### src/rtl/mistura_planta_if.sv
// Valve/sensor link between the mixture controller (master) and the tank plant (slave).
interface mistura_planta_if;
    logic       A;
    logic       B;
    logic       R;
    logic       E;
    logic       L;
    logic       M;
    logic [6:0] C;
    logic       upd;

    modport master (output A, B, R, E, input L, M, C, upd);
    modport slave  (input A, B, R, E, output L, M, C, upd);
endinterface

### src/rtl/mistura_planta.sv
// Mixing-tank plant model: integrates volume / liquid-A once per tick and publishes L, M, C.
// Optional stratification model enabled by defining MISTURA_PLANTA_ESTRAT_EN.
module mistura_planta #(
    parameter int VW       = 10,
    parameter int VMAX     = 1000,
    parameter int V_LIM    = 900,
    parameter int V_MIN    = 100,
    parameter int FLOW     = 10,
    parameter int TICK_DIV = 64
) (
    input  logic            clk,
    input  logic            rst,
    mistura_planta_if.slave bus
);
    localparam int NW = VW + 7;
    localparam int TW = (TICK_DIV > 1) ? $clog2(TICK_DIV) : 1;
    localparam int CW = $clog2(NW);

    localparam logic [VW-1:0] VMAX_V    = VW'(VMAX);
    localparam logic [VW-1:0] VLIM_V    = VW'(V_LIM);
    localparam logic [VW-1:0] VMIN_V    = VW'(V_MIN);
    localparam logic [VW-1:0] FLOW_V    = VW'(FLOW);
    localparam logic [VW-1:0] HUNDRED_V = VW'(100);
    localparam logic [NW-1:0] HUNDRED_N = NW'(100);
    localparam logic [TW-1:0] TICK_LAST = TW'(TICK_DIV - 1);
    localparam logic [CW-1:0] DIV_LAST  = CW'(NW - 1);
    localparam logic [VW-1:0] ZERO_V    = {VW{1'b0}};

    typedef enum logic [2:0] {
        IDLE      = 3'd0,
        APPLY     = 3'd1,
        DRAIN_DIV = 3'd2,
        DRAIN_UPD = 3'd3,
        CONC_DIV  = 3'd4,
        PUBLISH   = 3'd5
    } state_t;

    state_t          state_r;
    state_t          state_nx_s;
    logic [TW-1:0]   tick_r;
    logic [VW-1:0]   v_r;
    logic [VW-1:0]   va_r;
    logic [VW-1:0]   fd_r;
    logic [NW-1:0]   quot_r;
    logic [VW-1:0]   rem_r;
    logic [VW-1:0]   divisor_r;
    logic [CW-1:0]   dcnt_r;
    logic            l_r;
    logic            m_r;
    logic [6:0]      c_r;
    logic            upd_r;

    logic [VW-1:0]   head_a_s;
    logic [VW-1:0]   add_a_s;
    logic [VW-1:0]   v1_s;
    logic [VW-1:0]   va1_s;
    logic [VW-1:0]   head_b_s;
    logic [VW-1:0]   add_b_s;
    logic [VW-1:0]   v2_s;
    logic [VW-1:0]   fd_s;
    logic            drain_s;
    logic [VW:0]     trial_s;
    logic [VW-1:0]   rem_nx_s;
    logic [NW-1:0]   quot_nx_s;
    logic            div_last_s;
    logic [VW-1:0]   da_lim_s;
    logic [VW-1:0]   v_d_s;
    logic [VW-1:0]   va_sub_s;
    logic [VW-1:0]   va_d_s;
    logic [NW-1:0]   num_drain_s;
    logic [NW-1:0]   num_conc_apply_s;
    logic [NW-1:0]   num_conc_drain_s;

`ifdef MISTURA_PLANTA_ESTRAT_EN
    logic            r_lat_r;
    logic            zero_prev_r;
`else
    logic            unused_r_s;
    assign unused_r_s = bus.R;
`endif

    // Inflow: A claims the headroom first, B gets what is left; drain length taken from V''.
    always_comb begin
        head_a_s = VMAX_V - v_r;
        if (bus.A) begin
            add_a_s = (head_a_s < FLOW_V) ? head_a_s : FLOW_V;
        end else begin
            add_a_s = ZERO_V;
        end
        v1_s     = v_r + add_a_s;
        va1_s    = va_r + add_a_s;
        head_b_s = VMAX_V - v1_s;
        if (bus.B) begin
            add_b_s = (head_b_s < FLOW_V) ? head_b_s : FLOW_V;
        end else begin
            add_b_s = ZERO_V;
        end
        v2_s    = v1_s + add_b_s;
        fd_s    = (v2_s < FLOW_V) ? v2_s : FLOW_V;
        drain_s = bus.E && (v2_s != ZERO_V);
        num_drain_s      = {{7{1'b0}}, fd_s} * {{(NW-7){1'b0}}, c_r};
        num_conc_apply_s = {{7{1'b0}}, va1_s} * HUNDRED_N;
    end

    // One restoring-divider step plus the post-drain volume bookkeeping.
    always_comb begin
        trial_s = {rem_r, quot_r[NW-1]};
        if (trial_s >= {1'b0, divisor_r}) begin
            rem_nx_s  = trial_s[VW-1:0] - divisor_r;
            quot_nx_s = {quot_r[NW-2:0], 1'b1};
        end else begin
            rem_nx_s  = trial_s[VW-1:0];
            quot_nx_s = {quot_r[NW-2:0], 1'b0};
        end
        div_last_s = (dcnt_r == DIV_LAST);
        if (quot_r < {{7{1'b0}}, va_r}) begin
            da_lim_s = quot_r[VW-1:0];
        end else begin
            da_lim_s = va_r;
        end
        v_d_s    = v_r - fd_r;
        va_sub_s = va_r - da_lim_s;
        va_d_s   = (va_sub_s < v_d_s) ? va_sub_s : v_d_s;
        num_conc_drain_s = {{7{1'b0}}, va_d_s} * HUNDRED_N;
    end

    // FSM next-state logic.
    always_comb begin
        state_nx_s = state_r;
        case (state_r)
            IDLE: begin
                if (tick_r == TICK_LAST) begin
                    state_nx_s = APPLY;
                end else begin
                    state_nx_s = IDLE;
                end
            end
            APPLY: begin
                if (drain_s) begin
                    state_nx_s = DRAIN_DIV;
                end else begin
                    state_nx_s = CONC_DIV;
                end
            end
            DRAIN_DIV: begin
                if (div_last_s) begin
                    state_nx_s = DRAIN_UPD;
                end else begin
                    state_nx_s = DRAIN_DIV;
                end
            end
            DRAIN_UPD: state_nx_s = CONC_DIV;
            CONC_DIV: begin
                if ((v_r == ZERO_V) || div_last_s) begin
                    state_nx_s = PUBLISH;
                end else begin
                    state_nx_s = CONC_DIV;
                end
            end
            PUBLISH: state_nx_s = IDLE;
            default: state_nx_s = IDLE;
        endcase
    end

    // FSM state register.
    always_ff @(posedge clk) begin
        if (rst) begin
            state_r <= IDLE;
        end else begin
            state_r <= state_nx_s;
        end
    end

    // Tank state, shared divider and published sensor registers.
    always_ff @(posedge clk) begin
        if (rst) begin
            tick_r    <= {TW{1'b0}};
            v_r       <= ZERO_V;
            va_r      <= ZERO_V;
            fd_r      <= ZERO_V;
            quot_r    <= {NW{1'b0}};
            rem_r     <= ZERO_V;
            divisor_r <= ZERO_V;
            dcnt_r    <= {CW{1'b0}};
            l_r       <= 1'b0;
            m_r       <= 1'b0;
            c_r       <= 7'd0;
            upd_r     <= 1'b0;
`ifdef MISTURA_PLANTA_ESTRAT_EN
            r_lat_r     <= 1'b0;
            zero_prev_r <= 1'b1;
`endif
        end else begin
            upd_r <= 1'b0;
            if ((state_r == IDLE) && (tick_r != TICK_LAST)) begin
                tick_r <= tick_r + 1'b1;
            end else begin
                tick_r <= {TW{1'b0}};
            end
            case (state_r)
                APPLY: begin
                    v_r    <= v2_s;
                    va_r   <= va1_s;
                    fd_r   <= fd_s;
                    rem_r  <= ZERO_V;
                    dcnt_r <= {CW{1'b0}};
`ifdef MISTURA_PLANTA_ESTRAT_EN
                    r_lat_r <= bus.R;
`endif
                    if (drain_s) begin
                        quot_r    <= num_drain_s;
                        divisor_r <= HUNDRED_V;
                    end else begin
                        quot_r    <= num_conc_apply_s;
                        divisor_r <= v2_s;
                    end
                end
                DRAIN_DIV: begin
                    quot_r <= quot_nx_s;
                    rem_r  <= rem_nx_s;
                    dcnt_r <= dcnt_r + 1'b1;
                end
                DRAIN_UPD: begin
                    v_r       <= v_d_s;
                    va_r      <= va_d_s;
                    quot_r    <= num_conc_drain_s;
                    divisor_r <= v_d_s;
                    rem_r     <= ZERO_V;
                    dcnt_r    <= {CW{1'b0}};
                end
                CONC_DIV: begin
                    // An empty tank has no concentration: publish 0 without dividing by zero.
                    if (v_r == ZERO_V) begin
                        quot_r <= {NW{1'b0}};
                    end else begin
                        quot_r <= quot_nx_s;
                        rem_r  <= rem_nx_s;
                        dcnt_r <= dcnt_r + 1'b1;
                    end
                end
                PUBLISH: begin
                    l_r   <= (v_r >= VLIM_V);
                    m_r   <= (v_r >= VMIN_V);
                    upd_r <= 1'b1;
`ifdef MISTURA_PLANTA_ESTRAT_EN
                    if (r_lat_r || zero_prev_r) begin
                        c_r <= quot_r[6:0];
                    end else begin
                        c_r <= c_r;
                    end
                    zero_prev_r <= (v_r == ZERO_V);
`else
                    c_r <= quot_r[6:0];
`endif
                end
                default: begin
                    quot_r <= quot_r;
                end
            endcase
        end
    end

    assign bus.L   = l_r;
    assign bus.M   = m_r;
    assign bus.C   = c_r;
    assign bus.upd = upd_r;

endmodule

### src/flat_wrapper.sv
// flat-port wrapper written by rule: the top's interface ports become plain ports
module mistura_planta_flat 
#(
    parameter int VW       = 10,
    parameter int VMAX     = 1000,
    parameter int V_LIM    = 900,
    parameter int V_MIN    = 100,
    parameter int FLOW     = 10,
    parameter int TICK_DIV = 64
)
  (clk, rst, bus_A, bus_B, bus_R, bus_E, bus_L, bus_M, bus_C, bus_upd);
  mistura_planta_if bus_i ();
  input  logic clk;
  input  logic rst;
  input wire logic [$bits(bus_i.A)-1:0] bus_A;
  input wire logic [$bits(bus_i.B)-1:0] bus_B;
  input wire logic [$bits(bus_i.R)-1:0] bus_R;
  input wire logic [$bits(bus_i.E)-1:0] bus_E;
  output wire logic [$bits(bus_i.L)-1:0] bus_L;
  output wire logic [$bits(bus_i.M)-1:0] bus_M;
  output wire logic [$bits(bus_i.C)-1:0] bus_C;
  output wire logic [$bits(bus_i.upd)-1:0] bus_upd;
  assign bus_i.A = bus_A;
  assign bus_i.B = bus_B;
  assign bus_i.R = bus_R;
  assign bus_i.E = bus_E;
  assign bus_L = bus_i.L;
  assign bus_M = bus_i.M;
  assign bus_C = bus_i.C;
  assign bus_upd = bus_i.upd;
  mistura_planta #(.VW(VW), .VMAX(VMAX), .V_LIM(V_LIM), .V_MIN(V_MIN), .FLOW(FLOW), .TICK_DIV(TICK_DIV)) u_core (.clk(clk), .rst(rst), .bus(bus_i));
endmodule
### config.mk
export PLATFORM = sky130hd
export DESIGN_NAME = mistura_planta_flat
export DESIGN_NICKNAME = d
export VERILOG_FILES = /design/src/rtl/mistura_planta_if.sv /design/src/rtl/mistura_planta.sv /design/src/flat_wrapper.sv
export SDC_FILE = /design/constraint.sdc
export NUM_CORES = 1
export LEC_CHECK = 0
export ABC_AREA = 1
export CORE_MARGIN = 3
export CORE_UTILIZATION = 55
export CTS_BUF_LIST = sky130_fd_sc_hd__clkbuf_4
export DETAILED_ROUTE_END_ITERATION = 10
export DONT_BUFFER_PORTS = 1
export GPL_TIMING_DRIVEN = 0
export PLACE_DENSITY = 0.76
export SYNTH_ARGS = -nofsm -noshare
export SYNTH_HDL_FRONTEND = slang
export SYNTH_SLANG_ARGS = --single-unit
### constraint.sdc
create_clock -name clk -period 12.3 [get_ports clk]
set_input_delay 1.845 -clock clk [delete_from_list [all_inputs] [get_ports clk]]
set_output_delay 1.845 -clock clk [all_outputs]
set_load 0.02 [all_outputs]
**Yosys cells after proc, flatten, opt, wreduce, memory -nomap -nowiden**

Cells that the tools add are included.
Widths: inputs -> output; s select.

- Add/subtract/negate cells: 10
- Multipliers: 3
- Magnitude comparators: 8
- Equal/unequal tests: 9
- Mux-type cells: 26
- Bitwise operators: 1
- Reduce and logical (&&, ||, !) cells: 12

Operators by type and width:

| cell | count |
|---|---|
| $mux 10 | 10 |
| $pmux 17 s4 | 1 |
| $pmux 10 s2 | 3 |
| $mux 17 | 2 |
| $add 10x10->10 | 3 |
| $lt 10x4->1 const B | 3 |
| $mul 10x5->15 const B | 2 |
| $pmux 10 s3 | 1 |
| $sub 10x10->10 | 3 |
| $sub 10x10->10 const A | 2 |
| $lt 17x10->1 | 1 |
| $mul 10x7->17 | 1 |
| $pmux 3 s5 | 1 |
| $pmux 5 s3 | 1 |
| $ge 11x10->1 | 1 |
| $ge 10x10->1 const B | 1 |
| $ge 10x7->1 const B | 1 |
| $logic_not 10->1 | 1 |
| $lt 10x10->1 | 1 |
| $reduce_bool 10->1 | 1 |
| $add 6x1->6 const B | 1 |
| $eq 3x2->1 const B | 2 |
| $eq 3x3->1 const B | 2 |
| $eq 6x6->1 const B | 1 |
| 17 further kinds | 23 |

- Register bits after elaboration: 91
- Bits of input ports: 6

**Depth between registers and ports, before layout**

- Depth in word-level cells: 15
- Gate-level depth with buffers: 71

**Worst setup path after synthesis**

OpenSTA, ideal clock, no wires.

- Path kind: input-to-reg
- From: in bus_A
- To: reg u_core.quot_r[12]
- Setup time: 0.070 ns
- Arrival: 9.324 ns
- Required time: 12.230 ns
- Path slack: 2.906 ns
- Cell stages on the path: 52
- Path buffers: 0
- Cells stage by stage: nand3_1 -> nor2_1 -> ha_1 -> ha_1 -> inv_1 -> nand2_1 -> nand3_1 -> nand2_1 -> nand3_1 -> nand2_1 -> nand2_1 -> nand2_1 -> xor2_1 -> nand3_1 -> nor2_2 -> nand3_1 -> nor2_1 -> ha_1 -> (+16 left out) -> fa_1 -> fa_1 -> inv_1 -> fa_1 -> inv_1 -> fa_1 -> inv_1 -> ha_1 -> nand2_1 -> o21ai_0 -> nand3_1 -> nand2_1 -> a21oi_1 -> o21bai_1 -> xor2_1 -> nand3_1 -> nand3_1 -> a21oi_1

- Cells in the longest elaborated chain, start to end: 12

RTL lines:

| item | RTL line | source |
|---|---|---|
| start: declaration | flat_wrapper.sv:15 | `input wire logic [$bits(bus_i.A)-1:0] bus_A;` |
| $mux 10 (*) | mistura_planta.sv:85 | `if (bus.A) begin` |
| $add 10x10->10 | mistura_planta.sv:90 | `v1_s = v_r + add_a_s;` |
| $sub 10x10->10 | mistura_planta.sv:92 | `head_b_s = VMAX_V - v1_s;` |
| $lt 10x4->1 | mistura_planta.sv:94 | `add_b_s = (head_b_s < FLOW_V) ? head_b_s : FLOW_V;` |
| $mux 10 | mistura_planta.sv:94 |  |
| $mux 10 | mistura_planta.sv:93 | `if (bus.B) begin` |
| $add 10x10->10 | mistura_planta.sv:98 | `v2_s = v1_s + add_b_s;` |
| $lt 10x4->1 | mistura_planta.sv:99 | `fd_s = (v2_s < FLOW_V) ? v2_s : FLOW_V;` |
| $mux 10 | mistura_planta.sv:99 |  |
| $mul 10x7->17 | mistura_planta.sv:101 | `num_drain_s = {{7{1'b0}}, fd_s} * {{(NW-7){1'b0}}, c_r};` |
| $mux 17 (*) | mistura_planta.sv:210 | `if (drain_s) begin` |
| $pmux 17 s4 (*) | mistura_planta.sv:200 | `case (state_r)` |
| end signal: assignment | mistura_planta.sv:211 | `quot_r <= num_drain_s;` |
| end signal: assignment | mistura_planta.sv:214 | `quot_r <= num_conc_apply_s;` |
| end signal: assignment | mistura_planta.sv:219 | `quot_r <= quot_nx_s;` |
| end: declaration | mistura_planta.sv:44 | `logic [NW-1:0] quot_r;` |

Mark *: on every way between the ends. The rest lies on a longest branch, timed or not.
A chain may end at the register's enable or synchronous reset.

**Worst setup path in the final report**

- From: reg u_core.v_r[1]
- To: reg u_core.quot_r[12]

- Cells in the longest elaborated chain, start to end: 15

RTL lines:

| item | RTL line | source |
|---|---|---|
| start: declaration | mistura_planta.sv:41 | `logic [VW-1:0] v_r;` |
| start signal: assignment | mistura_planta.sv:202 | `v_r <= v2_s;` |
| start signal: assignment | mistura_planta.sv:224 | `v_r <= v_d_s;` |
| $sub 10x10->10 | mistura_planta.sv:84 | `head_a_s = VMAX_V - v_r;` |
| $lt 10x4->1 | mistura_planta.sv:86 | `add_a_s = (head_a_s < FLOW_V) ? head_a_s : FLOW_V;` |
| $mux 10 | mistura_planta.sv:86 |  |
| $mux 10 | mistura_planta.sv:85 |  |
| $add 10x10->10 | mistura_planta.sv:90 |  |
| $sub 10x10->10 | mistura_planta.sv:92 |  |
| $lt 10x4->1 | mistura_planta.sv:94 |  |
| $mux 10 | mistura_planta.sv:94 |  |
| $mux 10 | mistura_planta.sv:93 |  |
| $add 10x10->10 | mistura_planta.sv:98 |  |
| $lt 10x4->1 | mistura_planta.sv:99 |  |
| $mux 10 | mistura_planta.sv:99 |  |
| $mul 10x7->17 | mistura_planta.sv:101 |  |
| $mux 17 | mistura_planta.sv:210 |  |
| $pmux 17 s4 (*) | mistura_planta.sv:200 |  |

Marked as above.

==> metrics.txt <==
status=finished, final reports clean; clk sink count=a little over 90; Cells after Synth=~1.6k; Register Area=roughly 1800 um2; Distinct cells, synth=52; Antenna Violating Nets Remaining=0; Worst-path clk slew=0.18 ns; FF-to-FF path depth=63; Fmax achieved=~94 MHz; crit path kind=register to register; maxcap violations=0; M1 WL=between 10000 and 15000 um; Iter 0 DRT Violations=~840; drt wl/cell=between 10 and 15 um; CTS Buf Count=9; Startpoint Class=register; Routed WL=between 20000 and 30000 um; wire length on met2=between 10000 and 15000 um; EDFF count, synth=0; Core Rows=51; WHS=about 0.47 ns; Worst Max-Slew Pin Slew=roughly 1.1 ns; Final Hold Fails=0; critical path capture point type=register; drt first pass iters=7; Pwr per Cell Area=70.7 nW/um2; Worst R2R Setup Slack=1.61 ns; grt total ovfl=0; Synth area leader=ha_1; Mapped Avg Cell Area=a little over 7 um2; Synth Area in Adders=30.1%; worst path arrival time=around 11 ns; Die Wd=approximately 150 um; routability cong.=~0.99; register area share after synthesis=about 16%; chip height=about 150 um; layout cells sized above 1=~3.8%; Cells on Worst Hold Path=2; Port-buffer cells=0; RSZ-0062 raised after global routing=false; FF-to-FF Start=u_core.v_r[1]; Vias=a little over 10k; Leak=approximately 6.4 nW; Setup violations, final=0; synthesis warning total=0; Peak VDD IR=approximately 0.1 mV; H-tree lvl count=3; Simple-Gate Fraction of Synth Area=20.5%; hold bufs inserted after CTS=0; register bit count reported by yosys=between 90 and 100; reg-to-reg endpoint=u_core.quot_r[12]; sum of negative setup slack=0 ns; first-pass GRT wire length=around 46000 um; worst-case clock buffer depth=2; XOR/XNOR Fraction of Synth Area=6.06%; post-detail-place hpwl=23200 um; root buffer cell=clkbuf_4; met3 routed WL=between 2000 and 2500 um; HP Class=register to register; Req. time, crit path=12.72 ns; vias in the first global route=just under 10k; post-synth top area share=about a fifth; Compound-Gate Fraction of Synth Area=between 15 and 20%; ranking of synthesized cells by area=ha_1, dfxtp_1, inv_1; DRC=0; Max stage delay on crit path=~0.55 ns; nets=1860; Pins Over Slew Limit=0; Via-to-Cell Ratio=around 5.4; mux cell area share after synthesis=0%; Synth top cells by count=inv_1, nand2_1, ha_1; largest family of logic cells by synthesized area=adder cells; post-CTS resize count=0; io pins=16; area delta synth->final=6.30%; critical hold path startpoint=u_core.fd_r[5]; Slew HR=24.1%; most frequently used flop master after synthesis=dfxtp_1; min Tclk post-route=between 10 and 15 ns; initial antenna violation count=1; pin count of the biggest net entering global routing=21; Core Area=19600 um2; Total Routing Usage GR=between 20 and 30%; Post-Syn Area=11100 um2; Hold Path End=u_core.fd_r[5]; fill cell count=approximately 1.9k; full die area=21800 um2; Post-synth ARST share=0%; crit share post-route=between 80% and 90%; clock latency on the worst-skew pair=0.51 ns; CP dominant cell by count=nand2_1; CP max FO=7; Setup Skew=~0.036 ns; Critical-path top delay cell=dfxtp_1; area of the multi-input gates=just over 8000 um2; DR top layer=met4; CTS tree=yes; most frequent cell after synthesis=inv_1; Post-CTS Setup Bufs=0; Starting Density=between 50% and 60%
-- sequential cells by signal, summed over array words and instances (netlist names), 3 cells and up --
name,count
u_core.fd_r,10
u_core.rem_r,10
u_core.tick_r,6
u_core.quot_r,17
u_core.bus.C,7
u_core.divisor_r,10
u_core.dcnt_r,5
u_core.state_r,3
u_core.v_r,10
u_core.va_r,10
-- worst max path at each step --
stage          slack [ns]  depth (start not counted)     startpoint                 to
5_1_grt              0.62                         63  u_core.v_r[1]  u_core.quot_r[12]
6_report             1.61                         63  u_core.v_r[1]  u_core.quot_r[12]
3_5_place_dp         1.47                         52          bus_A  u_core.quot_r[12]
4_1_cts              1.67                         63  u_core.v_r[1]  u_core.quot_r[12]
3_3_place_gp         1.51                         52          bus_A  u_core.quot_r[12]
2_1_floorplan        2.91                         52          bus_A  u_core.quot_r[12]
-- power breakdown --
part | switching (mW) | total, mW | internal (mW)
Clock | 0.135 | 0.187 | 0.0520
Sequential | 0.000736 | 0.297 | 0.296
Combinational | 0.209 | 0.347 | 0.139
-- cells in the final DEF, fill, tap and decap left out, drive strengths merged, types with 36 or more instances in the layout --
cell type	Yosys	final
o21ai	96	96
xor2	55	55
conb	2	57
nor2	110	110
a21oi	135	135
dfxtp	91	91
ha	181	181
inv	301	306
fa	53	53
nand3	94	94
clkbuf	27	36
nand2	265	265
-- logic make-up after synthesis --
kind of cell / Yosys count
and+or+nand+nor: 518
buffers and inverters: 336
AOI/OAI and AO/OA: 300
adders and majority gates: 234
DFF: 91
xor gates and xnor gates: 73
other: 2
-- worst max-delay path: cells and delay by family, from the launching register on --
family	cells	cell delay (ns)
AOI/OAI and AO/OA	10	1.80
xor gates and xnor gates	2	0.30
adders and majority gates	9	3.53
buffers and inverters	9	0.71
DFF	1	0.55
and+or+nand+nor	33	3.70
-- per-layer routing --
metal  vias up  GRT usage, %
met4         0          6.34
met1      4666          34.7
met5         -             0
met2       316          42.8
li1       5144             -
met3        57          5.67
-- through the flow --
step	worst slack [ns]	total power, mW	instance area (um2)	instances	util [%]
2_1_floorplan	2.91	0.581	11300	1609	-
3_3_place_gp	1.51	0.624	11600	1874	59.2
3_5_place_dp	1.47	0.629	11600	1874	59.2
4_1_cts	1.67	0.813	11700	1890	60.0
5_1_grt	0.618	0.898	11800	1891	60.0
6_report	1.61	0.831	11800	1891	60.0
-- cell type report --
class / instances / share of cell area (%)
diodes: 1 / 0.0213
plain buffers: 33 / 1.24
clock buffers: 9 / 0.575
clock inverters: 7 / 0.756
inverters: 303 / 9.68
multi-input cells: 1182 / 69.4
flip-flops and latches: 91 / 15.5
well taps: 265 / 2.82
Power figures use the tool's default switching activity.
